`config.mk`:
```
export PLATFORM = sky130hd
export DESIGN_NAME = cnu_minsum_serial_flat
export DESIGN_NICKNAME = d
export VERILOG_FILES = /design/src/rtl/cnu_minsum_serial_if.sv /design/src/rtl/cnu_minsum_serial.sv /design/src/flat_wrapper.sv
export SDC_FILE = /design/constraint.sdc
export NUM_CORES = 1
export LEC_CHECK = 0
export CAP_MARGIN = 0
export CORE_ASPECT_RATIO = 2
export CORE_MARGIN = 5
export CORE_UTILIZATION = 50
export DETAILED_ROUTE_END_ITERATION = 8
export PLACE_DENSITY_LB_ADDON = 0.05
export SLEW_MARGIN = 20
export SYNTH_ARGS = -nofsm -noshare
export SYNTH_HDL_FRONTEND = slang
export SYNTH_SLANG_ARGS = --single-unit
```
`constraint.sdc`:
```
create_clock -name clk -period 4.7 [get_ports clk]
set_input_delay 1.41 -clock clk [delete_from_list [all_inputs] [get_ports clk]]
set_output_delay 1.41 -clock clk [all_outputs]
set_load 0.05 [all_outputs]
```
`src/rtl/cnu_minsum_serial_if.sv`:
```
// Stream bundle for the serial min-sum check node: q messages in, parallel r/parity out.
interface cnu_minsum_serial_if #(
    parameter int unsigned data_w = 8,
    parameter int unsigned D      = 6
);
    logic                  in_valid;
    logic                  in_ready;
    logic [data_w-1:0]     in_data;
    logic                  out_valid;
    logic                  out_ready;
    logic [data_w*D-1:0]   r;
    logic                  parity;

    // Producer/consumer side: drives q messages and consumes r/parity
    modport master (
        output in_valid, in_data, out_ready,
        input  in_ready, out_valid, r, parity
    );

    // Check node side
    modport slave (
        input  in_valid, in_data, out_ready,
        output in_ready, out_valid, r, parity
    );
endinterface

```
`src/rtl/cnu_minsum_serial.sv`:
```
// Offset min-sum check node unit: accumulates D serial q messages, tracks the two
// smallest magnitudes and the sign product, then emits all D r messages at once.
module cnu_minsum_serial #(
    parameter int unsigned data_w = 8,
    parameter int unsigned D      = 6,
    parameter int unsigned OFFSET = 1
) (
    input logic                 clk,
    input logic                 rst,
    cnu_minsum_serial_if.slave  bus
);
    localparam int unsigned idx_w = (D > 1) ? $clog2(D) : 1;
    localparam int unsigned mag_w = data_w - 1;
    localparam logic [mag_w-1:0] mag_max  = {mag_w{1'b1}};
    localparam logic [mag_w-1:0] off_m    = mag_w'(OFFSET);
    localparam logic [idx_w-1:0] last_idx = idx_w'(D - 1);

    typedef enum logic {ACC, FULL} state_t;

    state_t state;
    state_t state_next;
    logic   load;
    logic   accept;

    logic [idx_w-1:0] cnt;
    logic [mag_w-1:0] min1;
    logic [mag_w-1:0] min2;
    logic [idx_w-1:0] idx1;
    logic             sprod;
    logic [D-1:0]     sgn_vec;

    logic             sgn;
    logic [mag_w-1:0] neg;
    logic [mag_w-1:0] mag;

    logic                 out_valid_q;
    logic [data_w*D-1:0]  r_q;
    logic                 parity_q;
    logic [data_w*D-1:0]  r_next;

    assign bus.in_ready  = (state == ACC) & ~rst;
    assign bus.out_valid = out_valid_q;
    assign bus.r         = r_q;
    assign bus.parity    = parity_q;
    assign accept        = bus.in_valid & bus.in_ready;

    // Sign/magnitude split of the incoming message; the most negative code saturates
    always_comb begin
        sgn = bus.in_data[data_w-1];
        neg = mag_w'(0) - bus.in_data[mag_w-1:0];
        mag = bus.in_data[mag_w-1:0];
        if (sgn) begin
            if (bus.in_data[mag_w-1:0] == '0) begin
                mag = mag_max;
            end else begin
                mag = neg;
            end
        end
    end

    // State register
    always_ff @(posedge clk) begin
        if (rst) begin
            state <= ACC;
        end else begin
            state <= state_next;
        end
    end

    // Next state and output-load decision; FULL waits until the output slot frees up
    always_comb begin
        state_next = state;
        load       = 1'b0;
        case (state)
            ACC: begin
                if (accept && (cnt == last_idx)) begin
                    state_next = FULL;
                end
            end
            FULL: begin
                if (!out_valid_q || bus.out_ready) begin
                    load       = 1'b1;
                    state_next = ACC;
                end
            end
            default: state_next = ACC;
        endcase
    end

    // Running two-minimum search, sign product and per-message sign capture
    always_ff @(posedge clk) begin
        if (rst || load) begin
            cnt     <= '0;
            min1    <= mag_max;
            min2    <= mag_max;
            idx1    <= '0;
            sprod   <= 1'b0;
            sgn_vec <= '0;
        end else if (accept) begin
            sgn_vec[cnt] <= sgn;
            sprod        <= sprod ^ sgn;
            cnt          <= cnt + idx_w'(1);
            if (mag < min1) begin
                min2 <= min1;
                min1 <= mag;
                idx1 <= cnt;
            end else if (mag < min2) begin
                min2 <= mag;
            end
        end
    end

    // Per-output magnitude selection, offset with floor at zero, and sign restore
    always_comb begin
        logic [mag_w-1:0]  m;
        logic [mag_w-1:0]  mp;
        logic [data_w-1:0] ext;
        logic              s;
        r_next = '0;
        m      = '0;
        mp     = '0;
        ext    = '0;
        s      = 1'b0;
        for (int i = 0; i < int'(D); i++) begin
            m   = (idx_w'(i) == idx1) ? min2 : min1;
            mp  = (m > off_m) ? (m - off_m) : '0;
            s   = sprod ^ sgn_vec[i];
            ext = {1'b0, mp};
            r_next[i*data_w +: data_w] = s ? (data_w'(0) - ext) : ext;
        end
    end

    // Output register: loads a finished frame, holds under backpressure, drops valid on transfer
    always_ff @(posedge clk) begin
        if (rst) begin
            out_valid_q <= 1'b0;
            r_q         <= '0;
            parity_q    <= 1'b0;
        end else if (load) begin
            out_valid_q <= 1'b1;
            r_q         <= r_next;
            parity_q    <= sprod;
        end else if (out_valid_q && bus.out_ready) begin
            out_valid_q <= 1'b0;
        end
    end
endmodule

```
`src/flat_wrapper.sv`:
```
// flat-port wrapper written by rule: the top's interface ports become plain ports
module cnu_minsum_serial_flat 
#(
    parameter int unsigned data_w = 8,
    parameter int unsigned D      = 6,
    parameter int unsigned OFFSET = 1
)
  (clk, rst, bus_in_valid, bus_in_data, bus_out_ready, bus_in_ready, bus_out_valid, bus_r, bus_parity);
  cnu_minsum_serial_if #(.data_w(data_w), .D(D)) bus_i ();
  input logic clk;
  input logic rst;
  input wire logic [$bits(bus_i.in_valid)-1:0] bus_in_valid;
  input wire logic [$bits(bus_i.in_data)-1:0] bus_in_data;
  input wire logic [$bits(bus_i.out_ready)-1:0] bus_out_ready;
  output wire logic [$bits(bus_i.in_ready)-1:0] bus_in_ready;
  output wire logic [$bits(bus_i.out_valid)-1:0] bus_out_valid;
  output wire logic [$bits(bus_i.r)-1:0] bus_r;
  output wire logic [$bits(bus_i.parity)-1:0] bus_parity;
  assign bus_i.in_valid = bus_in_valid;
  assign bus_i.in_data = bus_in_data;
  assign bus_i.out_ready = bus_out_ready;
  assign bus_in_ready = bus_i.in_ready;
  assign bus_out_valid = bus_i.out_valid;
  assign bus_r = bus_i.r;
  assign bus_parity = bus_i.parity;
  cnu_minsum_serial #(.data_w(data_w), .D(D), .OFFSET(OFFSET)) u_core (.clk(clk), .rst(rst), .bus(bus_i));
endmodule
```
After elaboration in Yosys (flattened, before gate mapping)
Cells that the tools add are included.
W data, S select, Z words.
{"block": "word_totals", "regBits": 78, "latch_bits": 0, "mem_bits_rw": 0, "rom_bits": 0, "in_bits": 12, "word_cells": 95, "n_memories": 0}
{"block": "op_classes", "addsub": 14, "n_mul": 0, "div": 0, "n_lt_le_gt_ge": 10, "n_eq_ne": 6, "n_shift": 0, "n_mux": 32, "bitwise": 11, "n_reduce_logical": 12}
{"operator": "$mux W7", "count": 16}
{"operator": "$mux W8", "count": 6}
{"operator": "$sub A1 B7 Y8 const A", "count": 6}
{"operator": "$gt A7 B1 Y1 const B", "count": 6}
{"operator": "$sub A7 B1 Y7 const B", "count": 6}
{"operator": "$lt A7 B7 Y1", "count": 2}
{"operator": "$logic_not A7 Y1", "count": 1}
{"operator": "$mux W1", "count": 7}
{"operator": "$sub A1 B7 Y7 const A", "count": 1}
{"operator": "$xor A1 B1 Y1", "count": 7}
{"operator": "$bwmux W6", "count": 1}
{"operator": "$eq A2 B3 Y1 const A", "count": 2}
{"operator": "$eq A3 B3 Y1 const A", "count": 2}
{"operator": "$lt A3 B4 Y1 const B", "count": 1}
{"operator": "$reduce_and A2 Y1", "count": 2}
{"operator": "$reduce_bool A2 Y1", "count": 2}
{"operator": "$add A3 B1 Y3 const B", "count": 1}
{"operator": "$demux W1 S3", "count": 1}
{"operator": "$eq A1 B3 Y1 const A", "count": 1}
{"operator": "$eq A3 B3 Y1 const B", "count": 1}
{"operator": "$ge A3 B1 Y1 const B", "count": 1}
{"operator": "$logic_and A1 B1 Y1", "count": 3}
{"operator": "$logic_not A3 Y1", "count": 1}
{"operator": "$and A1 B1 Y1", "count": 2}
{"operator": "4 further kinds", "count": 6}

Longest topological paths before layout
Gate-level depths: netlist of the first run.
{"block": "logic_depth", "depth_word": 6, "depth_mapped": 16, "depth_no_buf": 14}

Worst setup path before layout of the first run
OpenSTA, ideal clock, no wires.
{"block": "synth_path", "path_type": "input port to flip-flop", "start": "input port bus_in_data[0]", "end": "register u_core.min1[1]", "setup_time_ns": 0.120, "arrival_ns": 4.340, "required_ns": 4.580, "path_slack_ns": 0.240, "stages": 13, "path_cell_list": "inv_1 ha_1 or3b_2 and3_1 a21oi_1 ha_1 a21o_1 a211o_1 a211o_1 a21boi_1 clkbuf_1 nor2_1 a211o_1"}
{"block": "synth_via", "elab_chain_len": 5, "elab_cells_between_ends": 6, "classes_between": "1 x add/sub; 1 x order compare; 2 x mux; 2 x reduce/logical"}
{"item": "start, declared", "line_no": "flat_wrapper.sv:13", "text": "input wire logic [$bits(bus_i.in_data)-1:0] bus_in_data;"}
{"item": "$sub A1 B7 Y7 / $logic_not A7 Y1 (equally long branches)", "line_no": "cnu_minsum_serial.sv:50, cnu_minsum_serial.sv:53"}
{"item": "$mux W7 (*)", "line_no": "cnu_minsum_serial.sv:53", "text": "if (bus.in_data[mag_w-1:0] == '0) begin"}
{"item": "$mux W7 (*)", "line_no": "cnu_minsum_serial.sv:52", "text": "if (sgn) begin"}
{"item": "named net u_core.mag[4]", "line_no": "cnu_minsum_serial.sv:34", "text": "logic [mag_w-1:0] mag;"}
{"item": "$lt A7 B7 Y1 (*)", "line_no": "cnu_minsum_serial.sv:103", "text": "if (mag < min1) begin"}
{"item": "$reduce_and A2 Y1 (no line) (*)"}
{"item": "end signal, assigned", "line_no": "cnu_minsum_serial.sv:94", "text": "min1 <= mag_max;"}
{"item": "end signal, assigned", "line_no": "cnu_minsum_serial.sv:105", "text": "min1 <= mag;"}
{"item": "end, declared", "line_no": "cnu_minsum_serial.sv:26", "text": "logic [mag_w-1:0] min1;"}
Mark *: on every way through the listed nets, which the timed path passes. The rest lies on a longest branch.
A chain may end at the register's enable or synchronous reset.

Worst setup path after layout of the first run
{"block": "layout_path", "start": "input port bus_in_data[1]", "end": "register u_core.min2[1]"}
{"block": "layout_via", "elab_chain_len": 6, "elab_cells_between_ends": 10, "classes_between": "1 x add/sub; 2 x order compare; 4 x mux; 3 x reduce/logical"}
{"item": "$sub A1 B7 Y7 / $logic_not A7 Y1 (equally long branches)", "line_no": "cnu_minsum_serial.sv:50, cnu_minsum_serial.sv:53"}
{"item": "$mux W7 (*)", "line_no": "cnu_minsum_serial.sv:53"}
{"item": "$mux W7 (*)", "line_no": "cnu_minsum_serial.sv:52"}
{"item": "named net u_core.mag[3]", "line_no": "cnu_minsum_serial.sv:34"}
{"item": "$lt A7 B7 Y1 (on tied branches)", "line_no": "cnu_minsum_serial.sv:107, cnu_minsum_serial.sv:103"}
{"item": "$reduce_bool A2 Y1 (no line)"}
{"item": "$reduce_and A2 Y1 (no line)"}
{"item": "end signal, assigned", "line_no": "cnu_minsum_serial.sv:95", "text": "min2 <= mag_max;"}
{"item": "end signal, assigned", "line_no": "cnu_minsum_serial.sv:104", "text": "min2 <= min1;"}
{"item": "end signal, assigned", "line_no": "cnu_minsum_serial.sv:108", "text": "min2 <= mag;"}
{"item": "end, declared", "line_no": "cnu_minsum_serial.sv:27", "text": "logic [mag_w-1:0] min2;"}
Mark *: on every way through the listed nets, which the timed path passes. The rest lies on a longest branch. The select of a mux whose other input is x is not followed.

==> results.py, run 1 <==
metrics = {
    "outcome": {
        "outcome": "completed",
    },
    "cts": {
        "htreeDepth": 3,
        "cts.path.max_buffers": 2,
        "cts_setup_buffers": 0,
        "insertion_delay_ns": 0.34,
        "cts_tree": "done",
        "cts_hold_buf": 0,
        "numCtsBuffers": 9,
        "clock-root-buffer": "clkbuf_16",
        "clk_pin_slew_worst_paths_ns": 0.06,
        "clock-sinks": 78,
    },
    "worst_setup_path": {
        "cpMostUsedCell": "buf_4",
        "required_ns": 4.91,
        "cp.arrival_ns": 4.73,
        "worstPathCellList": "clkdlybuf4s50_1 -> inv_1 -> ha_1 -> or4b_1 -> buf_4 -> o211ai_1 -> and2_1 -> ha_1 -> o21ai_0 -> a21oi_1 -> buf_4 -> a21o_1 -> buf_4 -> mux2i_1 -> mux2i_1",
        "crit_fanout": 6,
        "cp-end-kind": "register",
        "critical-path-max-stage-delay_ns": 0.50,
        "crit_path_start_kind": "input port",
        "path_class": "in -> reg",
        "worst_path_max_delay_cell": "or4b_1",
    },
    "drt": {
        "wl_per_cell_um": 19.8,
        "drt_first_pass_iters": 5,
        "drt_iter0_markers": 535,
        "drt-total-wl_um": 20900,
        "vias": 6725,
        "via_per_inst": 6.36,
        "ant_nets": 0,
        "drc": 0,
    },
    "synth": {
        "synthArstFlopShare_pct": 0,
        "avgSynthCellArea_um2": 7.58,
        "synthTopCellsByCount": "nand2_1 (94), dfxtp_1 (78), nor2_1 (64)",
        "synthesis.nets": 904,
        "synth-warning-count": 0,
        "synth-seq-cells": 78,
        "synth_seq_area_share_pct": 24.0,
        "syn_area_um2": 6510,
        "synth_cells": 859,
        "synth_area_leader_cell": "dfxtp_1",
        "synth.most_common_cell": "nand2_1",
        "synth_cell_types": 75,
        "synth_top_area_share_pct": 24.0,
        "synth_enable_flop_cells": 0,
        "yosys_most_used_dff": "dfxtp_1",
        "synth.area.top_cells": "dfxtp_1 (24%), ha_1 (6.3%), mux2i_1 (5.8%)",
    },
    "pwr": {
        "power_frac_seq_pct": 35.7,
        "leakage_nw": 3.02,
        "intPower_mw": 1.40,
        "switching_share_pct": 31.8,
        "power_frac_comb_pct": 24.5,
        "power.total_mw": 2.05,
        "clockPowerShare_pct": 39.8,
        "p_sw_mw": 0.652,
        "p_per_area_nw_per_um2": 268,
        "peakVddDrop_uv": 215,
    },
    "timing": {
        "fin_crit_sh_pct": 96.0,
        "worstMarginPinSlew_ns": 0.923,
        "hold_viol": 0,
        "finalCriticalPeriod_ns": 4.51,
        "setup_violations": 0,
        "fmax_mhz": 222,
        "final_max_slew_viol_count": 0,
        "tns_ns": 0,
        "finClkSkew_ns": 0.00843,
        "rsz0062_at_grt": "false",
        "setup_slack_ns": 0.186,
        "hold_ws_ns": 0.440,
        "relSlewSlack_pct": 38.5,
    },
    "global_route": {
        "grt_pass1_vias": 6628,
        "grt_use_total_pct": 26.6,
        "grt_max_degree": 55,
        "grt_remaining_overflow": 0,
        "antenna_found_initial": 0,
        "grt_pass1_wl_um": 33600,
    },
    "final_layout": {
        "final_area_um2": 7630,
        "area_delta_synth_final_pct": 17.2,
        "stdcell_count": 1057,
        "nets": 945,
        "final_util_pct": 59.1,
        "antenna_cells": 0,
        "drive_gt1_share_pct": 7.73,
        "nFillCells": 1219,
    },
    "floorplanning": {
        "die-area_um2": 15500,
        "core_area_um2": 12900,
        "ioPinCount": 63,
        "rows": 59,
        "dieHeight_um": 171,
        "die_w_um": 90.7,
        "initial_utilization_pct": 50.4,
    },
    "placement": {
        "place.gp.congestion": 0.947,
        "hpwl_um": 16200,
        "place_inst": 1041,
        "dpl-instance-area_um2": 7280,
        "io_buffers": 62,
        "dp_slack_ns": -0.185,
    },
    "job": {
        "drv_cap": 0,
    },
    "hold_path": {
        "holdCritPathClass": "reg -> reg",
    },
}
kinds of logic after synthesis:
family / after synthesis / synth area share (%)
AO/OA/AOI/OAI: 244 / 25.8
XOR/XNOR: 41 / 5.52
adder cells (fa/ha/maj): 33 / 6.34
buffers and inverters: 101 / 6.46
flip-flops: 78 / 24.0
multiplexers: 41 / 6.54
AND/OR/NAND/NOR: 321 / 25.4
critical path: cells and delay by family:
kind            cells  cell delay [ns]
compound gates      4             0.71
mux                 2             0.32
simple gates        2             0.75
fa+ha+maj           2             0.46
buf+inv             5             1.06
final cells by class:
class | count | area (µm²) | area share [%]
repair buffers | 92 | 843 | 11.1
clock inverters | 6 | 118 | 1.54
multi-input cells | 680 | 4540 | 59.5
inverters | 39 | 146 | 1.92
clock buffers | 10 | 229 | 3.00
well taps | 152 | 190 | 2.49
flip-flops and latches | 78 | 1560 | 20.5
registers in the layout, summed over array words and instances (netlist names):
| register | cells |
|---|---|
| u_core.bus.out_valid | 1 |
| u_core.bus.parity | 1 |
| u_core.bus.r | 48 |
| u_core.cnt | 3 |
| u_core.idx1 | 3 |
| u_core.min1 | 7 |
| u_core.min2 | 7 |
| u_core.sgn_vec | 6 |
| u_core.sprod | 1 |
| u_core.state | 1 |
layer usage:
layer / track usage [%] / wire, µm / vias up
met5: 0 / 0 / -
met4: 20.0 / 1600 / 0
met3: 3.72 / 970 / 104
met2: 48.6 / 10900 / 274
met1: 26.9 / 7490 / 3127
li1: - / - / 3220
worst paths after layout:
path | startpoint | end | slack, ns | cells after the start
worst min-delay path | u_core.bus.r[5] | u_core.bus.r[5] | 0.44 | 2
worst max-delay path | bus_in_data[1] | u_core.min2[1] | 0.19 | 15
worst min register to register | u_core.bus.r[5] | u_core.bus.r[5] | 0.44 | 2
worst max register to register | u_core.idx1[1] | u_core.bus.r[26] | 0.93 | 13
cell usage in the layout, fill, tap and decap left out, drive strengths merged, types with 10 or more instances in the layout:
master / synthesis / routed
o211ai: 16 / 16
clkbuf: 42 / 10
nor2b: 12 / 12
o311ai: 11 / 11
nand2b: 13 / 13
a21oi: 42 / 42
a211oi: 12 / 12
ha: 33 / 33
xor2: 10 / 10
dfxtp: 78 / 78
nand2: 94 / 94
o21ai: 73 / 73
buf: 20 / 31
nand4: 13 / 13
nor3b: 13 / 13
nand3: 31 / 31
nand3b: 10 / 10
mux2i: 38 / 38
nor2: 64 / 64
a22o: 11 / 11
xnor2: 31 / 31
clkdlybuf4s50: 0 / 61
nor3: 27 / 27
inv: 39 / 41
a211o: 10 / 10
repair_timing:
item | 4_1_cts | 5_1_grt
gates resized for setup | 0 | 1
endpoints found under the setup margin | 0 | 3
endpoints found under the hold margin | 0 | 0
power by group through the flow:
stage	Sequential [mW]	Clock (mW)	Combinational (mW)
3_5_place_dp	0.744	0	0.493
6_report	0.732	0.814	0.502
4_1_cts	0.729	0.832	0.497
2_1_floorplan	0.702	0	0.378
5_1_grt	0.734	0.864	0.556
3_3_place_gp	0.742	0	0.479
(Power assumes the default switching activity.)
==> run 2: changes to the inputs <==
- CORE_MARGIN: 5 -> not set
==> results.py, run 2 (synthesis gave the netlist of run 1 again) <==
metrics = {
    "timing": {
        "finClkSkew_ns": 0.0113,
        "relSlewSlack_pct": 38.0,
        "worstMarginPinSlew_ns": 0.930,
        "setup_violations": 0,
        "final_max_slew_viol_count": 0,
        "setup_slack_ns": 0.279,
        "finalCriticalPeriod_ns": 4.42,
        "fin_crit_sh_pct": 94.1,
        "hold_viol": 0,
        "fmax_mhz": 226,
    },
    "global_route": {
        "grt_use_total_pct": 31.5,
        "grt_pass1_wl_um": 32100,
        "grt_pass1_vias": 6450,
        "grt_max_degree": 55,
        "grt_remaining_overflow": 0,
        "antenna_found_initial": 0,
    },
    "drt": {
        "drc": 0,
        "via_per_inst": 6.35,
        "ant_nets": 0,
        "drt-total-wl_um": 20400,
        "drt_iter0_markers": 449,
        "drt_first_pass_iters": 6,
        "wl_per_cell_um": 19.3,
        "vias": 6709,
    },
    "hold_path": {
        "min_from": "u_core.bus.r[13]",
        "holdCritPathClass": "reg -> reg",
    },
    "final_layout": {
        "final_cell_mix": "nand2_1 (94), dfxtp_1 (78), nor2_1 (61), clkdlybuf4s50_1 (61), o21ai_0 (53)",
        "nets": 947,
        "area_delta_synth_final_pct": 17.1,
        "nFillCells": 1215,
        "final_area_um2": 7620,
        "multi_input_area_um2": 4550,
        "seq_area_um2": 1560,
        "largest_register_ffs": 48,
        "antenna_cells": 0,
        "final_util_pct": 60.3,
        "layout_commonest_cell": "nand2_1",
        "drive_gt1_share_pct": 8.27,
    },
    "worst_setup_path": {
        "worst_path_max_delay_cell": "or4b_1",
        "crit_path_start_kind": "input port",
        "cp.arrival_ns": 4.68,
        "cpMostUsedCell": "o21ai_0",
        "worst_r2r_startpoint": "u_core.idx1[0]",
        "worstPathCellList": "clkdlybuf4s50_1 -> inv_1 -> ha_1 -> or4b_1 -> nor2_2 -> o21ai_0 -> o21ai_0 -> ha_1 -> o21ai_0 -> nor4_2 -> a211o_1 -> a21boi_1 -> buf_4 -> buf_4 -> nand2_1 -> a21oi_1",
        "cp-startpoint": "bus_in_data[0]",
        "required_ns": 4.96,
        "crit_fanout": 13,
        "cp-end-kind": "register",
        "path_buf_inv": 4,
        "critical_path.top_delay_family": "compound AO/OA/AOI/OAI gates",
        "path_class": "in -> reg",
        "critical-path-max-stage-delay_ns": 0.54,
    },
    "floorplanning": {
        "rows": 58,
        "dieHeight_um": 163,
        "ioPinCount": 63,
        "core_area_um2": 12600,
        "initial_utilization_pct": 51.5,
        "die_w_um": 82.7,
        "die-area_um2": 13500,
    },
    "cts": {
        "cts_hold_buf": 0,
        "clk_pin_slew_worst_paths_ns": 0.06,
        "cts.path.max_buffers": 2,
        "htreeDepth": 3,
        "clock-sinks": 78,
        "numCtsBuffers": 9,
        "clock-root-buffer": "clkbuf_16",
        "cts_tree": "done",
        "insertion_delay_ns": 0.36,
    },
    "placement": {
        "io_buffers": 62,
        "hpwl_um": 15500,
        "dpl-instance-area_um2": 7290,
        "dp_slack_ns": -0.170,
        "place.gp.congestion": 0.954,
    },
    "job": {
        "drv_cap": 0,
    },
    "pwr": {
        "peakVddDrop_uv": 204,
        "p_per_area_nw_per_um2": 258,
        "leakage_nw": 3.01,
    },
    "outcome": {
        "outcome": "completed",
    },
}
[run 2: cell type report]
| class | count | share of cell area, % |
|---|---|---|
| multi-input cells | 680 | 59.8 |
| inverters | 39 | 1.92 |
| well taps | 150 | 2.46 |
| flip-flops and latches | 78 | 20.5 |
| clock inverters | 4 | 0.690 |
| clock buffers | 12 | 3.37 |
| repair buffers | 94 | 11.3 |
[run 2: worst paths after layout]
path	to	slack, ns	cells past startpoint
worst max-delay path	u_core.idx1[1]	0.28	16
worst min-delay path	u_core.bus.r[13]	0.44	2
worst max register to register	u_core.bus.r[47]	1.00	10
worst min register to register	u_core.bus.r[13]	0.44	2
[run 2: metrics by stage]
stage               std cells  hold slack (ns)  power, mW  setup TNS [ns]
finish                   1057            0.441       1.97               0
floorplan                 859            0.454       1.08               0
detailed placement       1041            0.439       1.23           -2.02
CTS                      1057            0.447       1.97               0
global placement         1041            0.435       1.22         -0.0367
global route             1057            0.472       2.05         -0.0151
[run 2: what timing repair did]
item	4_1_cts	5_1_grt
setup buffers	0	0
setup endpoints to repair	0	10
gates resized for setup	0	4
[run 2: where the power goes]
part / leakage (nW) / internal (mW) / switching [mW]
Clock: 0.154 / 0.443 / 0.291
Combinational: 2.23 / 0.197 / 0.307
Sequential: 0.631 / 0.676 / 0.0521
[run 2: worst min-delay path: stages (launching register included)]
cell,delay (ns)
dfxtp_1,0.31
nand2_1,0.05
o21ai_1,0.05
[run 2: metal layers]
layer | global-route usage (%) | wire (µm) | vias up
li1 | - | - | 3225
met5 | 0 | 0 | -
met4 | 23.7 | 1420 | 0
met3 | 5.08 | 816 | 92
met1 | 31.7 | 7580 | 3173
met2 | 55.4 | 10500 | 219
